[src/rtl/fp_sub_seq_if.sv]
// Request/result bundle for the sequential single-precision subtractor.
// The master drives operands and start; the slave returns r with busy/done.
interface fp_sub_seq_if;
    logic        start;
    logic [31:0] a;
    logic [31:0] b;
    logic [31:0] r;
    logic        busy;
    logic        done;

    modport master (output start, a, b, input r, busy, done);
    modport slave  (input start, a, b, output r, busy, done);
endinterface

[src/rtl/fp_sub_seq.sv]
// Multi-cycle IEEE-754 single-precision subtractor r = a - b.
// Each operation walks IDLE->ALIGN->ADDSUB->NORM->PACK and truncates toward zero.
module fp_sub_seq (
    input  logic         clk,
    input  logic         rst,
    fp_sub_seq_if.slave  bus
);
    typedef enum logic [2:0] {IDLE, ALIGN, ADDSUB, NORM, PACK} state_t;
    state_t state, state_nx;

    logic [31:0] opa, opb;        // opb already carries the inverted sign of b
    logic        xs, sub;
    logic [7:0]  xe;
    logic [26:0] xm, ym;          // {hidden, fraction, guard, round, sticky}
    logic [27:0] sum;
    logic        rs;
    logic [9:0]  ne;              // two's complement, range -26..256
    logic [23:0] nm;              // {hidden, fraction}; G/R/S dropped since truncation ignores them
    logic [31:0] r_q;
    logic        done_q;

    function automatic logic [4:0] lzc27(input logic [26:0] v);
        lzc27 = 5'd27;
        for (int i = 0; i <= 26; i++)
            if (v[i]) lzc27 = 5'(26 - i);
    endfunction

    // Alignment: the larger magnitude becomes x, y is shifted into the G/R/S window
    logic [30:0] mag_a, mag_b, mx, my;
    logic        swap, sx, sy;
    logic [26:0] sig_x, sig_y, ym_al;
    logic [7:0]  dif;
    logic [53:0] wide;

    always_comb begin
        mag_a = (opa[30:23] == 8'd0) ? 31'd0 : opa[30:0];
        mag_b = (opb[30:23] == 8'd0) ? 31'd0 : opb[30:0];
        swap  = mag_b > mag_a;
        mx    = swap ? mag_b : mag_a;
        my    = swap ? mag_a : mag_b;
        sx    = swap ? opb[31] : opa[31];
        sy    = swap ? opa[31] : opb[31];
        sig_x = {|mx[30:23], mx[22:0], 3'b000};
        sig_y = {|my[30:23], my[22:0], 3'b000};
        dif   = mx[30:23] - my[30:23];
        wide  = {sig_y, 27'd0} >> dif;
        if (dif >= 8'd27)
            ym_al = {26'd0, |sig_y};
        else
            ym_al = {wide[53:28], wide[27] | (|wide[26:0])};
    end

    // Normalisation: carry-out shifts right, otherwise shift left by leading zeros
    logic [4:0]  lz;
    logic [23:0] nm_nx;
    logic [9:0]  ne_nx;

    always_comb begin
        lz = lzc27(sum[26:0]);
        if (sum[27]) begin
            nm_nx = 24'(sum >> 4);
            ne_nx = {2'b00, xe} + 10'd1;
        end else begin
            nm_nx = 24'((sum[26:0] << lz) >> 3);
            ne_nx = {2'b00, xe} - {5'd0, lz};
        end
    end

    logic [31:0] r_nx;

    always_comb begin
        if (!nm[23])
            r_nx = 32'h0000_0000;
        else if ($signed(ne) >= 10'sd255)
            r_nx = {rs, 8'hFF, 23'd0};
        else if ($signed(ne) <= 10'sd0)
            r_nx = {rs, 31'd0};
        else
            r_nx = {rs, ne[7:0], nm[22:0]};
    end

    always_ff @(posedge clk or posedge rst) begin
        if (rst) state <= IDLE;
        else     state <= state_nx;
    end

    always_comb begin
        state_nx = state;
        case (state)
            IDLE:    if (bus.start) state_nx = ALIGN;
            ALIGN:   state_nx = ADDSUB;
            ADDSUB:  state_nx = NORM;
            NORM:    state_nx = PACK;
            PACK:    state_nx = IDLE;
            default: state_nx = IDLE;
        endcase
    end

    always_ff @(posedge clk or posedge rst) begin
        if (rst) begin
            opa    <= '0;
            opb    <= '0;
            xs     <= 1'b0;
            sub    <= 1'b0;
            xe     <= '0;
            xm     <= '0;
            ym     <= '0;
            sum    <= '0;
            rs     <= 1'b0;
            ne     <= '0;
            nm     <= '0;
            r_q    <= '0;
            done_q <= 1'b0;
        end else begin
            done_q <= 1'b0;
            case (state)
                IDLE: if (bus.start) begin
                    opa <= bus.a;
                    opb <= {~bus.b[31], bus.b[30:0]};
                end
                ALIGN: begin
                    xe  <= mx[30:23];
                    xm  <= sig_x;
                    ym  <= ym_al;
                    xs  <= sx;
                    sub <= sx ^ sy;
                end
                ADDSUB: begin
                    sum <= sub ? ({1'b0, xm} - {1'b0, ym}) : ({1'b0, xm} + {1'b0, ym});
                    rs  <= (sub && (xm == ym)) ? 1'b0 : xs;
                end
                NORM: begin
                    nm <= nm_nx;
                    ne <= ne_nx;
                end
                PACK: begin
                    r_q    <= r_nx;
                    done_q <= 1'b1;
                end
                default: ;
            endcase
        end
    end

    assign bus.r    = r_q;
    assign bus.done = done_q;
    assign bus.busy = (state != IDLE);
endmodule

[src/flat_wrapper.sv]
// flat-port wrapper written by rule: the top's interface ports become plain ports
module fp_sub_seq_flat 
  (clk, rst, bus_start, bus_a, bus_b, bus_r, bus_busy, bus_done);
  fp_sub_seq_if bus_i ();
  input  logic clk;
  input  logic rst;
  input wire logic [$bits(bus_i.start)-1:0] bus_start;
  input wire logic [$bits(bus_i.a)-1:0] bus_a;
  input wire logic [$bits(bus_i.b)-1:0] bus_b;
  output wire logic [$bits(bus_i.r)-1:0] bus_r;
  output wire logic [$bits(bus_i.busy)-1:0] bus_busy;
  output wire logic [$bits(bus_i.done)-1:0] bus_done;
  assign bus_i.start = bus_start;
  assign bus_i.a = bus_a;
  assign bus_i.b = bus_b;
  assign bus_r = bus_i.r;
  assign bus_busy = bus_i.busy;
  assign bus_done = bus_i.done;
  fp_sub_seq u_core (.clk(clk), .rst(rst), .bus(bus_i));
endmodule
[config.mk]
export PLATFORM = sky130hd
export DESIGN_NAME = fp_sub_seq_flat
export DESIGN_NICKNAME = d
export VERILOG_FILES = /design/src/rtl/fp_sub_seq_if.sv /design/src/rtl/fp_sub_seq.sv /design/src/flat_wrapper.sv
export SDC_FILE = /design/constraint.sdc
export NUM_CORES = 1
export LEC_CHECK = 0
export CELL_PAD_IN_SITES_DETAIL_PLACEMENT = 0
export CELL_PAD_IN_SITES_GLOBAL_PLACEMENT = 2
export CORE_MARGIN = 1
export CORE_UTILIZATION = 38
export CTS_BUF_LIST = sky130_fd_sc_hd__clkbuf_4 sky130_fd_sc_hd__clkbuf_8
export CTS_CLUSTER_SIZE = 14
export DETAILED_ROUTE_END_ITERATION = 8
export HOLD_SLACK_MARGIN = 0.05
export PLACE_DENSITY_LB_ADDON = 0.1
export SYNTH_ARGS = -nofsm -noshare
export SYNTH_HDL_FRONTEND = slang
export SYNTH_SLANG_ARGS = --single-unit
[constraint.sdc]
create_clock -name clk -period 9.6 [get_ports clk]
set_clock_uncertainty 0.1 [all_clocks]
set_input_delay 1.44 -clock clk [delete_from_list [all_inputs] [get_ports clk]]
set_output_delay 1.44 -clock clk [all_outputs]
set_load 0.01 [all_outputs]
==> flow_metrics.env, run 1 <==
export IMPL_grt_max_degree=113
export IMPL_num_antenna_cells=0
export IMPL_boundaryPins=101
export IMPL_dpl_instance_area_um2=18180
export IMPL_rsz0062_at_grt="false"
export IMPL_cp_max_fo=36
export IMPL_wl_per_cell_um=21.09
export IMPL_final_nets=2247
export IMPL_cts_inserted_buffers=44
export IMPL_slew_violations=0
export IMPL_netlist_instances=2054
export IMPL_tightest_slew_ps=1132
export IMPL_fin_crit_ps=7410
export IMPL_finalWirelength_um=57100
export IMPL_setup_tns_ps=0
export IMPL_grt_ovfl_total=0
export IMPL_initial_core_util_pct=38.72
export IMPL_cts_resized=0
export IMPL_remaining_drc_errors=0
export IMPL_insertion_delay_ps=630
export IMPL_ys_ff_latch=224
export IMPL_hp_class="reg2reg"
export IMPL_ys_seq_area_share_pct=33.46
export IMPL_die_area_um2=44940
export IMPL_slew_limit_headroom_pct=24.51
export IMPL_drive_above_1_share_pct=8.761
export IMPL_antenna_found_initial=1
export IMPL_async_flop_share_pct=100.0
export IMPL_h_tree_depth=2
export IMPL_synth_edff_count=0
export IMPL_cts_tree="yes"
export IMPL_core_um2=43270
export IMPL_dieHeight_um=212.0
export IMPL_drtAntennaViolNets=0
export IMPL_path_class="reg2reg"
export IMPL_clockBufferDepth=3
export IMPL_holdBufCountCts=0
export IMPL_routed_top_layer="met4"
export IMPL_via_count=15211
export IMPL_grt_total_usage_pct=25.82
export IMPL_clockRootBuffer="clkbuf_8"
export IMPL_vias_per_cell=5.617
export IMPL_dp_hpwl_um=42920
export IMPL_cpMaxStageDelayCell="nand2_1"
export IMPL_synth_nets=2210
export IMPL_area_growth_pct=14.38
export IMPL_post_route_period_util_pct=77.19
export IMPL_synth_main_ff_cell="dfrtp_1"
export IMPL_crit_required_ps=10010
export IMPL_fin_area_um2=19160
export IMPL_yosysWarnings=0
export IMPL_cts_sinks=224
export IMPL_worstPathArrival_ps=7830
export IMPL_first_global_vias=15052
export IMPL_finalHoldViolCount=0
export IMPL_num_rows=76
export IMPL_cts_setup_buffers=0
export IMPL_drtIter0Drc=992
export IMPL_route_met3_wl_um=2677
export IMPL_cp_start_kind="register"
export IMPL_synth_area_um2=16750
export IMPL_cpPeakStageDelay_ps=610
export IMPL_grt_pass1_wl_um=89030
export IMPL_drt_met1_wl_um=26720
export IMPL_synth_area_per_cell_um2=8.157
export IMPL_path_cells="nor4_1 -> nand2_1 -> and2_1 -> ha_1 -> nand4_2 -> nor4_2 -> o31ai_1 -> and4b_4 -> or4_1 -> and2_1 -> ha_1 -> buf_4 -> inv_1 -> mux4_2 -> mux2_2 -> a21oi_1 -> nor4b_1 -> a41oi_1 -> o21ai_0 -> a21oi_1 -> o21ai_0 -> nand3_1"
export IMPL_setup_viol=0
export IMPL_numPortBuffers=100
export IMPL_gp_congestion=0.9091
export IMPL_clk_pin_slew_ps=80
export IMPL_yosysUniqueCellTypes=89
export IMPL_synth_top_area_share_pct=33.46
export IMPL_synth_largest_area_cell="dfrtp_1"
export IMPL_chipWidth_um=212.0
export IMPL_dr_pass1_iters=7
export IMPL_timing_hold_ws_ps=363.3
export IMPL_crit_path_end_kind="register"
export IMPL_wl_met2_um=26260
export IMPL_max_freq_ghz=0.1349
export IMPL_status="completed"
export IMPL_maxCapViolCount=0
export IMPL_synthTopCellsByArea="dfrtp_1 (33%), nand2_1 (8.7%), ha_1 (6.5%), mux2i_1 (6.2%), o21ai_0 (4.8%)"
[final cells by class]
cell class / instances / area [µm²]
Sequential cell: 224 / 5605
Clock buffer: 70 / 869.6
Timing Repair Buffer: 128 / 1211
Inverter: 101 / 386.6
Clock inverter: 8 / 118.9
Tap cell: 585 / 732.0
Fill cell: 4468 / 24100
Multi-Input combinational cell: 1592 / 10240
[cells in the final DEF (no fill, tap or decap), types with 9 or more instances in the layout]
master and n:
a31oi_1 35, a211oi_1 11, ha_1 87, o211ai_1 16
clkbuf_4 15, nor4_1 15, dfrtp_1 224, clkbuf_8 55
nand2_1 386, nand4_1 18, xnor2_1 24, o21bai_1 9
clkdlybuf4s50_1 100, o22ai_1 21, o31ai_1 21, nor2_1 174
buf_4 28, nand3_1 47, a221oi_1 13, a21o_1 13
xor2_1 15, o21a_1 9, and2_1 28, mux2_2 24
a21oi_1 119, inv_1 98, nor3_1 33, nor2b_1 13
and3_1 14, a22o_1 26, mux4_2 24, mux2i_1 103
o21ai_0 162
[final timing paths]
kind / start / end / slack (ps) / cells past startpoint
worst max-delay path: u_core.opb[28] / u_core.ym[0] / 2190 / 22
worst min-delay path: u_core.bus.r[31] / u_core.bus.r[31] / 360 / 2
worst max register to register: u_core.opb[28] / u_core.ym[0] / 2190 / 22
worst min register to register: u_core.bus.r[31] / u_core.bus.r[31] / 360 / 2
max in group asynchronous: rst / u_core.sum[25] / 6750 / 3
min in group asynchronous: rst / u_core.opa[23] / 1300 / 2
[cell families after synthesis]
logic type / share of synthesized area, %
XOR/XNOR: 2.203
buffers and inverters: 5.526
adder cells (fa/ha/maj): 6.736
flip-flops: 33.46
AND/OR/NAND/NOR: 20.80
multiplexers: 10.99
AO/OA/AOI/OAI: 20.28
[registers in the layout, indices dropped and copies added (netlist names)]
register and cells:
u_core.bus.done 1, u_core.bus.r 32, u_core.ne 10, u_core.nm 24, u_core.opa 32, u_core.opb 32
u_core.rs 1, u_core.state 3, u_core.sub 1, u_core.sum 28, u_core.xe 8, u_core.xm 24
u_core.xs 1, u_core.ym 27
[stage by stage]
| step | util [%] | setup slack [ps] | std cells |
|---|---|---|---|
| global placement | 42.01 | 2262 | 2630 |
| floorplan | - | 1926 | 2054 |
| CTS | 44.29 | 2198 | 2708 |
| detailed placement | 42.01 | 2215 | 2630 |
| finish | 44.29 | 2190 | 2708 |
| global route | 44.29 | 1658 | 2708 |
[Yosys cell counts (24+ instances only)]
cell type and count:
nor3_1 33, ha_1 87, a21oi_1 119, mux2i_1 103
mux2_2 24, nor2_1 174, inv_1 99, clkbuf_1 110
nand2_1 388, xnor2_1 24, nand3_1 47, a31oi_1 35
and2_1 29, o21ai_0 162, a22o_1 26, dfrtp_1 224
mux4_2 24
[critical path, delay by kind of cell (launching register included)]
family | cells | cell delay, ps
flops | 1 | 440
buf+inv | 2 | 950
mux | 2 | 740
fa+ha+maj | 2 | 620
compound gates | 6 | 1030
simple gates | 10 | 3390
[metal layers]
| layer | GRT usage (%) | vias to the layer above |
|---|---|---|
| met2 | 41.32 | 391 |
| met4 | 7.921 | 0 |
| met3 | 4.136 | 80 |
| met1 | 35.63 | 7357 |
| li1 | - | 7383 |
| met5 | 0 | - |
Power of run 1 is left out: the tool's default activity adds up to more than one toggle a clock period on the data nets, which glitch-free logic cannot reach.
==> run 2, diff against run 1 <==
CORE_UTILIZATION = 34   (was 38)
clock period = 6.5 ns   (was 9.6 ns; I/O delays follow)
==> flow_metrics.env, run 2 (synthesis results as in run 1) <==
export IMPL_crit_required_ps=6900
export IMPL_hp_class="reg2reg"
export IMPL_boundaryPins=101
export IMPL_h_tree_depth=2
export IMPL_setup_tns_ps=0
export IMPL_holdCritStartpoint="u_core.opa[0]"
export IMPL_setup_viol=0
export IMPL_numPortBuffers=100
export IMPL_drtIter0Drc=1000
export IMPL_max_freq_ghz=0.1636
export IMPL_r2r_end="u_core.ym[0]"
export IMPL_drtAntennaViolNets=0
export IMPL_wl_per_cell_um=20.93
export IMPL_crit_path_start="u_core.opb[30]"
export IMPL_clockBufferDepth=3
export IMPL_chipWidth_um=224.0
export IMPL_vias_per_cell=5.458
export IMPL_post_route_period_util_pct=94.04
export IMPL_worstPathArrival_ps=6510
export IMPL_most_common_layout_cells="nand2_1 (386), dfrtp_1 (224), nor2_1 (174)"
export IMPL_finalHoldViolCount=0
export IMPL_final_common_cell="nand2_1"
export IMPL_fillers=5029
export IMPL_final_nets=2283
export IMPL_cts_inserted_buffers=45
export IMPL_finalWirelength_um=58990
export IMPL_dp_hpwl_um=44970
export IMPL_slew_violations=0
export IMPL_gp_congestion=0.9193
export IMPL_path_class="reg2reg"
export IMPL_cp_start_kind="register"
export IMPL_min_to="u_core.opa[0]"
export IMPL_insertion_delay_ps=620
export IMPL_maxCapViolCount=0
export IMPL_status="completed"
export IMPL_holdBufCountCts=0
export IMPL_dr_pass1_iters=5
export IMPL_ff2ff_setup_slack_ps=390
export IMPL_ff_latch_area_um2=5605
export IMPL_dp_worst_setup_slack_ps=49.68
export IMPL_hold_path_depth=2
export IMPL_area_growth_pct=17.24
export IMPL_first_global_vias=15118
export IMPL_r2r_start="u_core.opb[30]"
export IMPL_cts_tree="yes"
export IMPL_multiInputGateArea_um2=10280
export IMPL_fin_crit_ps=6113
export IMPL_rsz0062_at_grt="false"
export IMPL_setup_slack_ps=387.4
export IMPL_grt_max_degree=158
export IMPL_grt_total_usage_pct=23.66
export IMPL_dieHeight_um=224.0
export IMPL_final_util_pct=40.80
export IMPL_drive_above_1_share_pct=10.59
export IMPL_clockRootBuffer="clkbuf_8"
export IMPL_cts_sinks=224
export IMPL_die_area_um2=50170
export IMPL_remaining_drc_errors=0
export IMPL_ff2ff_path_depth=24
export IMPL_crit_path_end_kind="register"
export IMPL_cp_max_fo=36
export IMPL_slew_limit_headroom_pct=21.95
export IMPL_via_count=15386
export IMPL_tightest_slew_ps=1141
export IMPL_clk_pin_slew_ps=60
export IMPL_core_um2=48150
export IMPL_antenna_found_initial=0
export IMPL_grt_ovfl_total=0
export IMPL_initial_core_util_pct=34.80
export IMPL_grt_pass1_wl_um=91530
export IMPL_num_rows=80
-- run 2: worst max path at each step --
stage	cells after the start	slack, ps	endpoint
after global routing	24	10	u_core.ym[0]
after CTS	24	6	u_core.ym[0]
after global placement	24	20	u_core.ym[0]
after floorplan	24	280	u_core.ym[0]
after detailed placement	24	50	u_core.ym[0]
final	24	390	u_core.ym[0]
-- run 2: layer usage --
layer	vias up	track usage, %	wire length [µm]
li1	7469	-	-
met1	7479	32.80	27630
met2	336	37.56	27080
met3	102	3.476	2575
met4	0	7.932	1711
met5	-	0	0
-- run 2: worst max-delay path: stages, from the launching register on --
cell and delay [ps]:
dfrtp_1 410, nor4_1 310, nand2_1 90, buf_4 230, and2_1 200, ha_1 340, nand4_2 200, nor4_4 370
o31ai_1 140, and4b_4 240, or4_1 480, and2_1 180, ha_1 320, buf_12 240, mux2i_1 240, nor2_1 70
mux2_2 290, mux2_2 300, a21oi_1 110, nor4b_1 350, a41oi_1 200, o21ai_1 220, a21oi_1 90, o21ai_0 150
nand3_1 90
-- run 2: per-stage QoR --
step	hold slack, ps	instances	instance area (µm²)
after detailed placement	358.2	2736	18590
after CTS	372.9	2818	19600
after floorplan	337.4	2054	16760
final	364.2	2819	19640
after global routing	383.5	2818	19640
after global placement	353.1	2736	18590
-- run 2: repair_timing --
item / in CTS / in global routing
gates resized for setup: 0 / 7
setup endpoints to repair: 0 / 5
setup buffers: 0 / 0
-- run 2: final cells by class --
class	instances	area share [%]
timing repair buffer	163	7.822
sequential	224	28.54
multi-input combinational	1592	52.34
clock buffer	74	4.803
tap	656	4.178
antenna	1	0.01274
inverter	101	1.949
clock inverter	8	0.3567
Power of run 2 is left out for the same reason.
==> variant 1 (flow settings as in run 2) <==
The 5 states of `state_t` get a one-hot encoding in 5 bits.
--- a/src/rtl/fp_sub_seq.sv
+++ b/src/rtl/fp_sub_seq.sv
@@ -7,3 +7,3 @@
 );
-    typedef enum logic [2:0] {IDLE, ALIGN, ADDSUB, NORM, PACK} state_t;
+    typedef enum logic [4:0] {IDLE = 5'b00001, ALIGN = 5'b00010, ADDSUB = 5'b00100, NORM = 5'b01000, PACK = 5'b10000} state_t;
     state_t state, state_nx;
Behaviour: no difference found for any inputs over 4 cycles, from zero or initial values and one cycle with rst high; so few cycles prove little.
==> variant 1 against run 2 <==
The run now ends with negative setup slack left. Synthesized area grew 0.77%. Critical path depth grew 6. Cell count grew 5.9%. Maximum frequency shrank 6.8%. Worst setup slack lost 0.44 ns. Design area grew 7.7%. Via count grew 3.0%. Hold slack gained 0.019 ns. Wire length grew 1.2%. Sequential cell count grew 2.
Power is left out: the tool's default activity adds up to more than one toggle a clock period on the data nets, which glitch-free logic cannot reach.
==> variant 1: results (changes against run 2) <==
stage	metric	value	unit	change
timing	# setup viols final	1		+1
clocking	CTS buffer count	43		-4.4%
route	wire per inst	20.0	um	-4.4%
logic_synthesis	syn_nets	2211		+0.045%
setup_path	CP peak stage delay	0.57	ns	+0.09 ns
layout	# diodes	0		-1
place	Placed Area	19700	um^2	+5.8%
logic_synthesis	largest cells by area after synthesis	dfrtp_1 (33%), nand2_1 (8.4%), ha_1 (6.4%), mux2i_1 (5.7%), o21ai_0 (4.9%)		
setup_path	maximum fanout along the worst path	7		-81%
layout	nets	2443		+7.0%
grt	GR Layer Usage met1	32.3	%	-0.54 points
logic_synthesis	Post-synth top cells	nand2_1 (379), dfrtp_1 (225), o21ai_0 (164)		
logic_synthesis	post-synthesis sequential area ratio	33.5	%	+0.048 points
setup_path	CP max-delay cell	or4_4		
grt	vias in the first global route	15700		+4.0%
run_status	failing checks	negative setup slack		
logic_synthesis	Netlist cell types	91		+2.2%
timing	Final WS setup	-0.0573	ns	-0.445 ns
place	HPWL after detailed placement	45.3	mm	+0.78%
layout	FILL cells	5024		-0.099%
run_status	status	finished with violations		
layout	share of layout cells above drive strength 1	19.0	%	+8.4 points
timing	slew margin rel.	32.1	%	+10 points
grt	largest net degree at the start of global routing	163		+3.2%
setup_path	crit path DAT	6.97	ns	+0.46 ns
grt	first-pass GRT wire length	93.5	mm	+2.2%
## variant 1: changes by cell type after synthesis, sizes merged, moves of 8 or more
cell / change
a21oi: +17
inv: -17
mux2: +35
mux4: -13
nand2: -9
nand3: -17
nor2: -17
nor3: +17
o31ai: -8
## variant 1: final timing paths
check	startpoint	to	slack, ns	cells after the start
worst min-delay path	u_core.bus.r[26]	u_core.bus.r[26]	0.38	2
min in group asynchronous	rst	u_core.opa[23]	0.83	3
max in group asynchronous	rst	u_core.xm[24]	4.70	3
worst max register to register	u_core.opb[24]	u_core.ym[0]	-0.06	30
worst min register to register	u_core.bus.r[26]	u_core.bus.r[26]	0.38	2
worst max-delay path	u_core.opb[24]	u_core.ym[0]	-0.06	30
## variant 1: final cells by class
class / count / area [um^2] / area share, %
repair buffers: 322 / 2760 / 13.0
inverters: 83 / 315 / 1.49
clock inverters: 13 / 138 / 0.650
clock buffers: 66 / 827 / 3.91
flip-flops and latches: 226 / 5660 / 26.7
well taps: 664 / 831 / 3.93
multi-input cells: 1611 / 10600 / 50.3
## variant 1: per-layer routing
layer | wire (um) | up-vias
met2 | 27700 | 305
met5 | 0 | -
li1 | - | 7835
met1 | 27900 | 7613
met3 | 2150 | 90
met4 | 1980 | 0
## variant 1: what timing repair did
item,in CTS,in global routing
resized for setup,49,9
pin swaps,29,4
cloned,1,0
setup buffers,25,3
endpoints found under the setup margin,16,4
hold buffers,0,0
## variant 1: worst max-delay path: cells and delay by family (launching register included)
family	cells	cell delay, ns
AO/OA/AOI/OAI	6	0.86
adder cells (fa/ha/maj)	2	0.42
AND/OR/NAND/NOR	13	2.91
flip-flops	1	0.38
buffers and inverters	7	0.99
multiplexers	2	0.76
## variant 1: cell families (layout without fill, tap and decap cells)
group | count (synthesis) | after routing | share of synthesized area (%)
AO/OA/AOI/OAI | 549 | 549 | 20.6
XOR/XNOR | 39 | 39 | 2.02
flip-flops | 226 | 226 | 33.5
multiplexers | 166 | 166 | 11.1
AND/OR/NAND/NOR | 767 | 768 | 20.7
adder cells (fa/ha/maj) | 89 | 89 | 6.68
buffers and inverters | 219 | 484 | 5.36
## variant 1: through the flow
stage	TNS [ns]	std cells	setup slack, ns
3_5_place_dp	-1.21	2877	-0.615
4_1_cts	0	2982	0.00563
5_1_grt	-0.406	2985	-0.372
2_1_floorplan	-0.571	2055	-0.571
6_report	-0.0573	2985	-0.0573
3_3_place_gp	-0.791	2877	-0.561
==> variant 2 (config.mk and constraints of run 2) <==
Made on the original files. Reset style: synchronous (`rst`), changed in 2 clocked blocks.
--- a/src/rtl/fp_sub_seq.sv
+++ b/src/rtl/fp_sub_seq.sv
@@ -81,3 +81,3 @@
 
-    always_ff @(posedge clk or posedge rst) begin
+    always_ff @(posedge clk) begin
         if (rst) state <= IDLE;
@@ -98,3 +98,3 @@
 
-    always_ff @(posedge clk or posedge rst) begin
+    always_ff @(posedge clk) begin
         if (rst) begin
Formal check against the unedited RTL: differs if rst is asserted again (counterexample within 4 cycles, from zero or initial values and one cycle with rst high); with rst held inactive, the same outputs for 4 cycles.
==> variant 2 against run 2 <==
Sequential share of layout area fell by 4.3 points. Largest cell class unchanged. First-iteration DRC count rose by 12%. Core utilization fell by 1.1 points. Synthesized area fell by 3.9%. Worst setup slack gained 0.040 ns. Cell count down 1.5%. Sequential cell count unchanged. Design area shrank 5.8%. Wire length fell by 1.9%. Maximum frequency grew 0.66%.
==> variant 2: results (changes against run 2) <==
stage	metric	value	unit	change
route	Avg Vias per Cell	5.62		+2.9%
clocking	post-CTS setup buffer count	0		unchanged
timing	worst hold slack	0.351	ns	-0.0135 ns
clocking	clk slew on worst S/H paths	0.06	ns	about the same
grt	vias in the first global route	15100		-0.17%
grt	initial antenna violation count	0		unchanged
setup_path	crit path DAT	6.45	ns	-0.06 ns
logic_synthesis	Post-synth top cells	nand2_1 (312), dfxtp_1 (224), a21oi_1 (211), nor2_1 (211), clkbuf_1 (127)		
setup_path	CP peak stage delay	0.44	ns	-0.04 ns
setup_path	r2r endpoint	u_core.ym[0]		
setup_path	CP max-delay cell	o41ai_2		
setup_path	Worst Setup SP	u_core.opb[27]		
timing	Slew @ Worst Pin	1.22	ns	+0.0790 ns
power	leak pwr	7.22	nW	
route	wire per inst	20.8	um	-0.41%
logic_synthesis	syn_nets	2269		+2.7%
run	Max-cap violations	0		unchanged
timing	crit path time final	6.07	ns	-0.0401 ns
clocking	htree depth	2		unchanged
setup_path	R2R Setup Slk	0.43	ns	+0.04 ns
run_status	status	finished, final reports clean		
clocking	Resized Gates After CTS	0		unchanged
grt	Total Routing Usage GR	24.2	%	+0.50 points
power	Max VDD drop	0.162	mV	
place	Routability Congestion	0.900		-2.1%
route	Iter 0 DRT Violations	1123		+12%
route	drt first pass iters	5		unchanged
place	Placed Area	17600	um^2	-5.5%
setup_path	R2R depth	23		-4.2%
setup_path	maximum fanout along the worst path	24		-33%
layout	share of layout cells above drive strength 1	9.45	%	-1.1 points
logic_synthesis	largest cells by area after synthesis	dfxtp_1 (28%), nand2_1 (7.3%), ha_1 (6.8%), a21oi_1 (6.6%), mux2i_1 (5.2%)		
grt	first-pass GRT wire length	90.6	mm	-1.0%
worst_hold_path	Hold Path Class	flop to flop		
route	Top Layer Used	met4		
logic_synthesis	Synth warnings	0		unchanged
clocking	CTS buffer count	43		-4.4%
worst_hold_path	Min-Delay Path Depth	2		unchanged
route	wl on met1	27.8	mm	+0.62%
clocking	Root Buffer	clkbuf_8		
grt	largest net degree at the start of global routing	84		-47%
logic_synthesis	async set or reset register ratio after synthesis	0	%	-100 points
place	Place WS	0.352	ns	+0.303 ns
place	HPWL after detailed placement	43.8	mm	-2.6%
logic_synthesis	Netlist cell types	97		+9.0%
place	Cells after DPL	2705		-1.1%
layout	# diodes	0		-1
layout	Layout Cells excl Fill	2777		-1.5%
setup_path	crit path capture	u_core.ym[0]		
logic_synthesis	post-synthesis sequential area ratio	27.8	%	-5.6 points
logic_synthesis	Syn Inst Count	2113		+2.9%
clocking	clock latency on the worst-skew pair	0.61	ns	
route	routed length on met3	2.33	mm	-9.5%
route	metal2 WL	26.4	mm	-2.4%
place	PortBufs	100		unchanged
-- variant 2: cell types whose count changed after synthesis, moves of 37 or more --
cell,run 2,this run
a211oi_1,11,61
a21oi_1,119,211
dfrtp_1,224,0
dfxtp_1,0,224
nand2_1,388,312
nor2_1,174,211
o21ai_0,162,80
-- variant 2: report_power, final --
group,total (mW),switching [mW],leakage (nW),internal (mW)
clock,1.51,0.632,0.483,0.879
combinational,3.25,2.08,4.91,1.17
sequential,1.58,0.118,1.82,1.46
total,6.34,2.83,7.22,3.51
-- variant 2: how the worst min path moves through the flow --
stage,start,endpoint
3_3_place_gp,u_core.bus.r[27],u_core.bus.r[27]
4_1_cts,u_core.bus.r[24],u_core.bus.r[24]
6_report,u_core.bus.r[24],u_core.bus.r[24]
3_5_place_dp,u_core.bus.r[24],u_core.bus.r[24]
2_1_floorplan,u_core.nm[16],u_core.nm[16]
5_1_grt,u_core.bus.r[29],u_core.bus.r[29]
-- variant 2: final cells by class --
class	count	area, um^2
clock buffer	64	818
clock inverter	8	96.3
fill	4971	28200
inverter	103	387
multi-input combinational	1626	10600
sequential	224	4490
tap	607	759
timing repair buffer	145	1340
-- variant 2: critical path, delay by kind of cell (launching register included) --
kind            cells  cell delay, ns
simple gates        8            1.83
compound gates      7            1.66
buf+inv             4            0.75
fa+ha+maj           2            0.67
mux                 2            0.60
flops               1            0.31
-- variant 2: layer usage --
| metal | global-route usage (%) | vias up |
|---|---|---|
| li1 | - | 7681 |
| met1 | 33.8 | 7441 |
| met2 | 38.9 | 390 |
| met3 | 3.17 | 82 |
| met4 | 6.32 | 0 |
| met5 | 0 | - |
-- variant 2: logic make-up after synthesis --
logic type / count (synthesis) / synth area share [%]
simple gates: 769 / 21.4
buf+inv: 263 / 6.45
flops: 224 / 27.8
fa+ha+maj: 89 / 7.01
compound gates: 601 / 24.5
mux: 131 / 10.7
xor+xnor: 36 / 2.05
